===== config.mk =====
export PLATFORM = sky130hd
export DESIGN_NAME = usb_fs_nb_out_pe
export DESIGN_NICKNAME = d
export VERILOG_FILES = /design/src/rtl/usb_fs_nb_out_pe.sv
export SDC_FILE = /design/constraint.sdc
export NUM_CORES = 1
export LEC_CHECK = 0
export ABC_CLOCK_PERIOD_IN_PS = 2750
export CAP_MARGIN = 20
export CORE_MARGIN = 1.5
export CORE_UTILIZATION = 42
export CTS_BUF_LIST = sky130_fd_sc_hd__clkbuf_8
export DETAILED_ROUTE_END_ITERATION = 6
export GPL_ROUTABILITY_DRIVEN = 0
export MAX_ROUTING_LAYER = met4
export PLACE_DENSITY_LB_ADDON = 0.2
export SLEW_MARGIN = 20
export SYNTH_ARGS = -nofsm -noshare
export SYNTH_HDL_FRONTEND = slang
export SYNTH_SLANG_ARGS = --single-unit

===== constraint.sdc =====
create_clock -name clk_48mhz_i -period 2.75 [get_ports clk_48mhz_i]
set_input_delay 0.275 -clock clk_48mhz_i [delete_from_list [all_inputs] [get_ports clk_48mhz_i]]
set_output_delay 0.275 -clock clk_48mhz_i [all_outputs]
set_load 0.005 [all_outputs]

===== src/rtl/usb_fs_nb_out_pe.sv =====
// Non-buffered USB full-speed OUT/SETUP protocol engine: decodes tokens, streams
// payload bytes to the endpoint buffer and returns the handshake.
module usb_fs_nb_out_pe #(
  parameter int unsigned NumOutEps         = 12,
  parameter int unsigned MaxOutPktSizeByte = 32,
  localparam int unsigned PktW             = $clog2(MaxOutPktSizeByte)
) (
  input  logic                 clk_48mhz_i,
  input  logic                 rst_ni,
  input  logic                 link_reset_i,
  input  logic                 link_active_i,
  input  logic [6:0]           dev_addr_i,

  output logic                 out_xact_starting_o,
  output logic [3:0]           out_xact_start_ep_o,
  output logic [3:0]           out_ep_current_o,
  output logic                 out_ep_setup_o,
  output logic                 out_ep_newpkt_o,
  output logic                 out_ep_data_put_o,
  output logic [PktW-1:0]      out_ep_put_addr_o,
  output logic [7:0]           out_ep_data_o,
  output logic                 out_ep_acked_o,
  output logic                 out_ep_rollback_o,
  input  logic [NumOutEps-1:0] out_ep_enabled_i,
  input  logic [NumOutEps-1:0] out_ep_setup_i,
  input  logic [NumOutEps-1:0] out_ep_full_i,
  input  logic [NumOutEps-1:0] out_ep_stall_i,
  input  logic [NumOutEps-1:0] out_ep_iso_i,
  output logic [NumOutEps-1:0] out_data_toggle_o,
  input  logic                 out_datatog_we_i,
  input  logic [NumOutEps-1:0] out_datatog_status_i,
  input  logic [NumOutEps-1:0] out_datatog_mask_i,

  input  logic                 rx_pkt_start_i,
  input  logic                 rx_pkt_end_i,
  input  logic                 rx_pkt_valid_i,
  input  logic [3:0]           rx_pid_i,
  input  logic [6:0]           rx_addr_i,
  input  logic [3:0]           rx_endp_i,
  input  logic                 rx_data_put_i,
  input  logic [7:0]           rx_data_i,

  output logic                 tx_pkt_start_o,
  output logic [3:0]           tx_pid_o,
  output logic                 event_datatog_out_o
);

  typedef enum logic [1:0] {
    StIdle,
    StRcvdOut,
    StRcvdData,
    StRcvdDataEnd
  } state_e;

  localparam logic [3:0] PidOut   = 4'b0001;
  localparam logic [3:0] PidSetup = 4'b1101;
  localparam logic [3:0] PidAck   = 4'b0010;
  localparam logic [3:0] PidNak   = 4'b1010;
  localparam logic [3:0] PidStall = 4'b1110;
  localparam logic [PktW:0] MaxCount = (PktW+1)'(MaxOutPktSizeByte);

  state_e state_q, state_d;

  logic [3:0]           cur_ep_q;
  logic                 setup_q;
  logic                 newpkt_q;
  logic [PktW:0]        count_q;
  logic                 ovf_q;
  logic                 pid_tog_q;
  logic                 put_q;
  logic [PktW-1:0]      put_addr_q;
  logic [7:0]           data_q;
  logic                 acked_q, rollback_q, tx_start_q, evt_q;
  logic [3:0]           tx_pid_q;
  logic [NumOutEps-1:0] tog_q, tog_d;

  logic ep_in_range, ep_active, tok_valid, tok_out, tok_setup, tok_accept;
  logic put_d, inc, ovf_set, latch_pid, flip;
  logic acked_d, rollback_d, tx_start_d, evt_d;
  logic [3:0] tx_pid_d;

  assign ep_in_range = 32'(rx_endp_i) < NumOutEps;
  assign ep_active   = ep_in_range && out_ep_enabled_i[rx_endp_i];
  assign tok_valid   = rx_pkt_end_i && rx_pkt_valid_i && (rx_pid_i[1:0] == 2'b01) &&
                       (rx_addr_i == dev_addr_i);
  assign tok_out     = tok_valid && (rx_pid_i == PidOut) && ep_active;
  assign tok_setup   = tok_valid && (rx_pid_i == PidSetup) && ep_active &&
                       out_ep_setup_i[rx_endp_i];
  assign tok_accept  = link_active_i && (tok_out || tok_setup) &&
                       ((state_q == StIdle) || (state_q == StRcvdOut));

  assign out_xact_starting_o = tok_accept;
  assign out_xact_start_ep_o = rx_endp_i;

  always_comb begin
    state_d    = state_q;
    put_d      = 1'b0;
    inc        = 1'b0;
    ovf_set    = 1'b0;
    latch_pid  = 1'b0;
    flip       = 1'b0;
    acked_d    = 1'b0;
    rollback_d = 1'b0;
    tx_start_d = 1'b0;
    tx_pid_d   = '0;
    evt_d      = 1'b0;
    if (!link_active_i) begin
      state_d = StIdle;
    end else begin
      unique case (state_q)
        StIdle: begin
          if (tok_accept) state_d = StRcvdOut;
        end
        StRcvdOut: begin
          if (tok_accept)          state_d = StRcvdOut;
          else if (rx_pkt_end_i)   state_d = StIdle;
          else if (rx_pkt_start_i) state_d = StRcvdData;
        end
        StRcvdData: begin
          if (rx_data_put_i) begin
            if (count_q < MaxCount) begin
              put_d = 1'b1;
              inc   = 1'b1;
            end else begin
              ovf_set = 1'b1;
            end
          end
          if (rx_pkt_end_i) begin
            if (rx_pkt_valid_i && (rx_pid_i[1:0] == 2'b11)) begin
              state_d   = StRcvdDataEnd;
              latch_pid = 1'b1;
            end else begin
              state_d    = StIdle;
              rollback_d = 1'b1;
            end
          end
        end
        StRcvdDataEnd: begin
          state_d = StIdle;
          // Isochronous first: no handshake at all, only commit or discard.
          if (out_ep_iso_i[cur_ep_q]) begin
            if (ovf_q) rollback_d = 1'b1;
            else       acked_d    = 1'b1;
          end else if (out_ep_stall_i[cur_ep_q] && !setup_q) begin
            tx_start_d = 1'b1;
            tx_pid_d   = PidStall;
          end else if (out_ep_full_i[cur_ep_q] || ovf_q) begin
            tx_start_d = 1'b1;
            tx_pid_d   = PidNak;
            rollback_d = 1'b1;
          end else if (pid_tog_q != tog_q[cur_ep_q]) begin
            tx_start_d = 1'b1;
            tx_pid_d   = PidAck;
            rollback_d = 1'b1;
            evt_d      = 1'b1;
          end else begin
            tx_start_d = 1'b1;
            tx_pid_d   = PidAck;
            acked_d    = 1'b1;
            flip       = 1'b1;
          end
        end
        default: state_d = StIdle;
      endcase
    end
  end

  // Engine updates land first; a simultaneous software write overrides masked bits.
  always_comb begin
    tog_d = tog_q;
    if (tok_accept && tok_setup) tog_d[rx_endp_i] = 1'b0;
    if (flip) tog_d[cur_ep_q] = ~tog_q[cur_ep_q];
    if (out_datatog_we_i) tog_d = (tog_d & ~out_datatog_mask_i) |
                                  (out_datatog_status_i & out_datatog_mask_i);
  end

  always_ff @(posedge clk_48mhz_i or negedge rst_ni) begin
    if (!rst_ni) begin
      state_q    <= StIdle;
      cur_ep_q   <= '0;
      setup_q    <= 1'b0;
      newpkt_q   <= 1'b0;
      count_q    <= '0;
      ovf_q      <= 1'b0;
      pid_tog_q  <= 1'b0;
      put_q      <= 1'b0;
      put_addr_q <= '0;
      data_q     <= '0;
      acked_q    <= 1'b0;
      rollback_q <= 1'b0;
      tx_start_q <= 1'b0;
      tx_pid_q   <= '0;
      evt_q      <= 1'b0;
      tog_q      <= '0;
    end else if (link_reset_i) begin
      state_q    <= StIdle;
      cur_ep_q   <= '0;
      setup_q    <= 1'b0;
      newpkt_q   <= 1'b0;
      count_q    <= '0;
      ovf_q      <= 1'b0;
      pid_tog_q  <= 1'b0;
      put_q      <= 1'b0;
      put_addr_q <= '0;
      data_q     <= '0;
      acked_q    <= 1'b0;
      rollback_q <= 1'b0;
      tx_start_q <= 1'b0;
      tx_pid_q   <= '0;
      evt_q      <= 1'b0;
      tog_q      <= '0;
    end else begin
      state_q  <= state_d;
      newpkt_q <= tok_accept;
      if (tok_accept) begin
        cur_ep_q <= rx_endp_i;
        setup_q  <= tok_setup;
        count_q  <= '0;
        ovf_q    <= 1'b0;
      end else begin
        if (inc)     count_q <= count_q + 1'b1;
        if (ovf_set) ovf_q   <= 1'b1;
      end
      if (latch_pid) pid_tog_q <= rx_pid_i[3];
      put_q <= put_d;
      if (put_d) begin
        put_addr_q <= count_q[PktW-1:0];
        data_q     <= rx_data_i;
      end
      acked_q    <= acked_d;
      rollback_q <= rollback_d;
      tx_start_q <= tx_start_d;
      tx_pid_q   <= tx_pid_d;
      evt_q      <= evt_d;
      tog_q      <= tog_d;
    end
  end

  assign out_ep_current_o    = cur_ep_q;
  assign out_ep_setup_o      = setup_q;
  assign out_ep_newpkt_o     = newpkt_q;
  assign out_ep_data_put_o   = put_q;
  assign out_ep_put_addr_o   = put_addr_q;
  assign out_ep_data_o       = data_q;
  assign out_ep_acked_o      = acked_q;
  assign out_ep_rollback_o   = rollback_q;
  assign out_data_toggle_o   = tog_q;
  assign tx_pkt_start_o      = tx_start_q;
  assign tx_pid_o            = tx_pid_q;
  assign event_datatog_out_o = evt_q;

endmodule


---- After elaboration in Yosys (flattened, before gate mapping) ----
Cells that the tools add are included.
storage, ports and cells
  register bits ........................... 50
  word-level logic and storage cells ...... 166
  input port bits ......................... 123
  output and inout port bits .............. 45
cells by class
  eq/ne operators ......................... 12
  reductions and logical operators ........ 27
  multiplexer cells ....................... 97
  order comparisons ....................... 6
  bitwise logic cells ..................... 7
  add/sub/neg operators ................... 1
operator list
  operator               number
  $mux W1                59
  $mux W12               4
  $and A12 B12 Y12       3
  $mux W4                8
  $bmux W1 S4            6
  $not A12 Y12           2
  $mux W6                3
  $logic_and A1 B1 Y1    16
  $mux W2                8
  $mux W8                2
  $bwmux W12             1
  $or A12 B12 Y12        1
  $lt A4 B5 Y1 const B   2
  $mux W5                2
  $demux W1 S4           2
  $ge A4 B1 Y1 const B   2
  $ne A4 B4 Y1 const B   2
  $pmux W2 S4            1
  $eq A7 B7 Y1           1
  $add A6 B1 Y6 const B  1
  $eq A2 B2 Y1 const B   3
  $lt A6 B6 Y1 const B   1
  $ne A6 B6 Y1 const B   1
  $reduce_bool A2 Y1     3
  other kinds (12)       16

---- Longest topological paths before layout ----
  depth after elaboration ................. 17
  mapped depth ............................ 10
  mapped depth without buffers ............ 7

---- Worst setup path before layout ----
No wires, ideal clock.
  kind .................................... register to register
  from .................................... register cur_ep_q[0] (netlist: out_ep_current_o[0])
  to ...................................... register tog_q[6] (netlist: out_data_toggle_o[6])
  period minus slack after synthesis ...... 2.480 ns
  path buffers ............................ 3
  slack ................................... 0.270 ns
  data required time ...................... 2.613 ns
  cell stages (with the launch flop) ...... 11
  setup time .............................. 0.137 ns
  arrival ................................. 2.344 ns
  path through ............................ dfrtp_1 -> buf_6 -> buf_12 -> mux4_2 -> nand3b_2 -> o31ai_1 -> or2_1 -> buf_6 -> or4_4 -> o211ai_2 -> a31oi_1
on the way
  word-level cells in the longest chain between the ends .. 14
  elaborated cells between the ends (all ways) .. 29
  those cells by class .................... 2 x order compare; 1 x eq/ne; 20 x mux; 3 x bitwise; 3 x reduce/logical
ends and longest elaborated chain
  item                           RTL line  source
  start, declared                64        logic [3:0] cur_ep_q;
  start signal, assigned         216       cur_ep_q <= rx_endp_i;
  $bmux W1 S4                    151, 172
  $mux W1 (implied by the code)  151, 172
  $ne A1 B1 Y1                   151       end else if (pid_tog_q != tog_q[cur_ep_q]) begin
  $mux W1                        151
  $mux W1                        147       end else if (out_ep_full_i[cur_ep_q] || ovf_q) begin
  $mux W1                        144       end else if (out_ep_stall_i[cur_ep_q] && !setup_q) begin
  $mux W1                        141       if (out_ep_iso_i[cur_ep_q]) begin
  $mux W1                        110       unique case (state_q)
  $mux W1                        107       if (!link_active_i) begin
  $mux W12 (*)                   172       if (flip) tog_d[cur_ep_q] = ~tog_q[cur_ep_q];
  $and A12 B12 Y12               173       if (out_datatog_we_i) tog_d = (tog_d & ~out_datatog_mask_i) |
  $or A12 B12 Y12                173
  $mux W12 (*)                   173
  $mux W12 (*)                   195       end else if (link_reset_i) begin
  end signal, assigned           235       tog_q <= tog_d;
  end, declared                  75        logic [NumOutEps-1:0] tog_q, tog_d;
Mark *: on every way between the ends. The rest lies on a longest branch, timed or not. The select of a mux whose other input is x is not followed.
A chain may end at the register's enable or synchronous reset.

---- Worst setup path in the final report ----
  from .................................... input port rx_endp_i[1]
  to ...................................... output port out_xact_starting_o
on the way
  word-level cells in the longest chain between the ends .. 8
  elaborated cells between the ends (all ways) .. 12
  those cells by class .................... 1 x order compare; 4 x mux; 7 x reduce/logical
ends and longest elaborated chain
  item                                   RTL line  source
  start, declared                        39        input logic [3:0] rx_endp_i,
  $bmux W1 S4                            83        assign ep_active = ep_in_range && out_ep_enabled_i[rx_endp_i];
  $mux W1 (implied by the code)          83
  $logic_and A1 B1 Y1                    83
  $logic_and A1 B1 Y1 (2 in series)      87        assign tok_setup = tok_valid && (rx_pid_i == PidSetup) && ep_active &&
  $logic_or A1 B1 Y1 (*)                 89        assign tok_accept = link_active_i && (tok_out || tok_setup) &&
  $logic_and A1 B1 Y1 (*) (2 in series)  89
  end, declared                          14        output logic out_xact_starting_o,
Marks and branches as above.

==> summary.md <==
| Metric | Value |
|---|---|
| Status | finished, final reports clean |
| Share of post-route cells with drive strength above 1 | 0.119 |
| Number of flops mapped to enable cells by yosys | 0 |
| Slowest-stage cell, CP | clkdlybuf4s50_1 |
| Design area | 5410 µm² |
| H-tree depth | 2 |
| HP Class | in2reg |
| DIE AREA | 8670 µm² |
| Sequential share of the synthesized area | 0.352 |
| Row Count | 32 |
| Post-synth top area cell | dfrtp_1 |
| CTS Sinks | between 40 and 50 |
| Clock root buffer | clkbuf_8 |
| GR Overflow Total | 0 |
| CTS tree | done |
| 1st-iter DRT viols | 156 |
| Syn Inst Count | between 300 and 400 |
| Pre-antenna DRT Iters | 5 |
| Relative slew margins | 0.519 |
| Arr. time, crit path | 2.36 ns |
| Clk slew on worst S/H paths | 0.10 ns |
| Hold WS | slightly above 0.5 ns |
| Initial antenna violation count | 0 |
| Synth Cell Area | around 3400 µm² |
| Fmax | 0.380 GHz |
| Drt drc | 0 |
| Min Clock Period, post-route | 2.63 ns |
| Max-slew violations | 0 |
| FF+latch count, synth | 48 |
| DR vias | 3649 |
| Die width | between 90 and 100 µm |
| DP HPWL | 8590 µm |
| P&R area growth vs syn | 58.7% |
| Drt wl/cell | roughly 16 µm |
| RSZ-0062 raised after global routing | true |
| Syn. warnings | 0 |
| Die H | 93.1 µm |
| Top cell by count, worst path | clkdlybuf4s50_1 |
| # setup viols final | 0 |
| Inst Count DP | 647 |
| Clock buffers created by TritonCTS | 5 |
| Largest net degree at the start of global routing | 28 |
| First-pass GRT wire length | 16700 µm |
| Final nets | roughly 680 |
| Multi-input logic area | 2040 µm² |
| I/O Buffers | 166 |
| DRT antenna net count | 0 |
| Req. time, crit path | 2.48 ns |
| Most frequent cell after synthesis | nand2_1 |
| Hold Path Origin | rx_data_i[7] |
| Clock latency on the worst-skew pair | about 0.31 ns |
| Gr usage total | 0.252 |
| Crit share post-route | 0.957 |
| Tot Pwr | around 1.7 mW |
| Cell variety after synth | 58 |
| Initial core utilization | 0.437 |
| Mapped Nets | 506 |
| Fill count | roughly 640 |
| Register area | 1200 µm² |
| Post-CTS setup buffer count | 0 |
| Kind of critical path | in2out |
| Io pins | 168 |
| Startpoint types | input port |
| Power density over the cells | 318 nW/µm² |
| Largest stage delay on the critical path | 0.52 ns |
| Max_cap viols | 0 |
| Worst Max-Slew Pin Slew | between 0.7 and 0.8 ns |
| Share of the synthesized area in the top cell type | 0.352 |
| Post-synth ARST share | 1.00 |
| Critical Path Sink Type | output pin |
| Skew final | ~0.015 ns |
| Vias in the first global route | approximately 3600 |
| Fin cells | around 660 |
| Critical path cell sequence | clkdlybuf4s50_1, buf_6, mux4_2, a22oi_2, a21oi_1, o21bai_1, and2_1, clkdlybuf4s50_1 |
| Cell Area, Placed | roughly 5200 µm² |
| Top cells by area, synth | dfrtp_1, mux4_2, nand2_1 |
| Avg Synthesized Cell Area | about 8.9 µm² |
| # diodes | 0 |
| Post-Route WL | 10500 µm |
| Peak supply drop | 0.000216 V |
| Core region area | 7810 µm² |
| Standby leakage power | 2.05 nW |
| Post-synth top flop | dfrtp_1 |
| Worst Path Max Fanout | 12 |
| Final hold violations | 0 |
| RR Startpoint | out_ep_current_o[0]$_DFFE_PN0N_ |
| Post-layout util | 0.693 |
| Via density | 5.56 |
| Most frequent cells after synthesis | nand2_1, dfrtp_1, nand3_1 |
| Setup crit start | rx_endp_i[1] |
| Clock buffer depth | 2 |
[logic make-up after synthesis]
kind of cell	count (synthesis)	share of synthesized area
compound gates	77	0.148
xor+xnor	12	0.0308
fa+ha+maj	1	0.00367
buf+inv	35	0.0583
flops	48	0.352
mux	25	0.129
other cells	1	0.00110
simple gates	183	0.277
[critical path, delay by kind of cell]
| kind | cells | cell delay, ns |
|---|---|---|
| simple gates | 1 | 0.18 |
| buf+inv | 3 | 1.14 |
| mux | 1 | 0.30 |
| compound gates | 3 | 0.45 |
[path summary, 6_finish.rpt]
check,endpoint,depth (start not counted),slack (ns)
worst max-delay path,out_xact_starting_o,8,0.12
worst min-delay path,out_ep_data_o[7]$_DFFE_PN0P_,3,0.50
worst max register to register,out_data_toggle_o[4]$_DFF_PN0_,9,0.12
worst min register to register,out_ep_data_o[0]$_DFFE_PN0P_,2,0.53
max in group asynchronous,out_ep_put_addr_o[2]$_DFFE_PN0P_,3,1.61
min in group asynchronous,out_data_toggle_o[5]$_DFF_PN0_,2,0.51
[area by class of cell]
class                      count  share of cell area
clock buffer                   5              0.0127
clock inverter                 3              0.0127
inverter                       7             0.00485
multi-input combinational    299               0.377
sequential                    48               0.222
tap                          102              0.0236
timing repair buffer         192               0.348
[metal layers]
metal / global-route usage / vias up / share of wire
met4: 0.0821 / 0 / 0.025
met5: - / - / 0
met2: 0.430 / 184 / 0.50
met1: 0.303 / 1719 / 0.40
met3: 0.0423 / 24 / 0.080
li1: - / 1722 / -
[sequential cells by signal, indices dropped and copies added, names as in the netlist]
| name | flops |
|---|---|
| count_q | 6 |
| event_datatog_out_o | 1 |
| out_data_toggle_o | 12 |
| out_ep_acked_o | 1 |
| out_ep_current_o | 4 |
| out_ep_data_o | 8 |
| out_ep_data_put_o | 1 |
| out_ep_newpkt_o | 1 |
| out_ep_put_addr_o | 5 |
| out_ep_rollback_o | 1 |
| out_ep_setup_o | 1 |
| ovf_q | 1 |
| pid_tog_q | 1 |
| state_q | 2 |
| tx_pid_o | 3 |
[where the power goes]
group          leakage [nW]  switching [mW]  internal, mW  total, mW
Clock                0.0687           0.257         0.366      0.623
Combinational          1.31           0.136         0.244      0.381
Sequential            0.666         0.00719         0.713      0.720
Total                  2.05           0.400          1.32       1.72
[repair_timing]
action                                 CTS  global route
hold buffers                             1             0
pin swaps                                0             2
endpoints found under the hold margin   23             0
gates resized for setup                  2             5
setup endpoints to repair                4             8
[per-stage QoR]
stage                     setup slack, ns  setup TNS, ns
final                               0.118              0
after global routing              -0.0357        -0.0357
after CTS                          0.0248              0
after detailed placement           -0.155         -0.159
after global placement            -0.0963        -0.0963
after floorplan                     0.270              0
[cell usage in the layout (no fill, tap or decap), drive strengths merged, types with 4 or more instances in the layout]
| cell type | instances |
|---|---|
| nand4 | 4 |
| clkdlybuf4s50 | 164 |
| nor2 | 23 |
| a31oi | 17 |
| clkbuf | 5 |
| nand3 | 34 |
| nand2b | 6 |
| a21oi | 27 |
| o21ai | 4 |
| dfrtp | 48 |
| o211ai | 5 |
| nand2 | 69 |
| inv | 8 |
| xnor2 | 8 |
| nor2b | 10 |
| mux4 | 14 |
| and3 | 5 |
| mux2i | 9 |
| o31ai | 4 |
| buf | 26 |
| xor2 | 4 |
| and2 | 9 |
| a22oi | 4 |
Note: power is estimated with default switching activity, not from simulation.
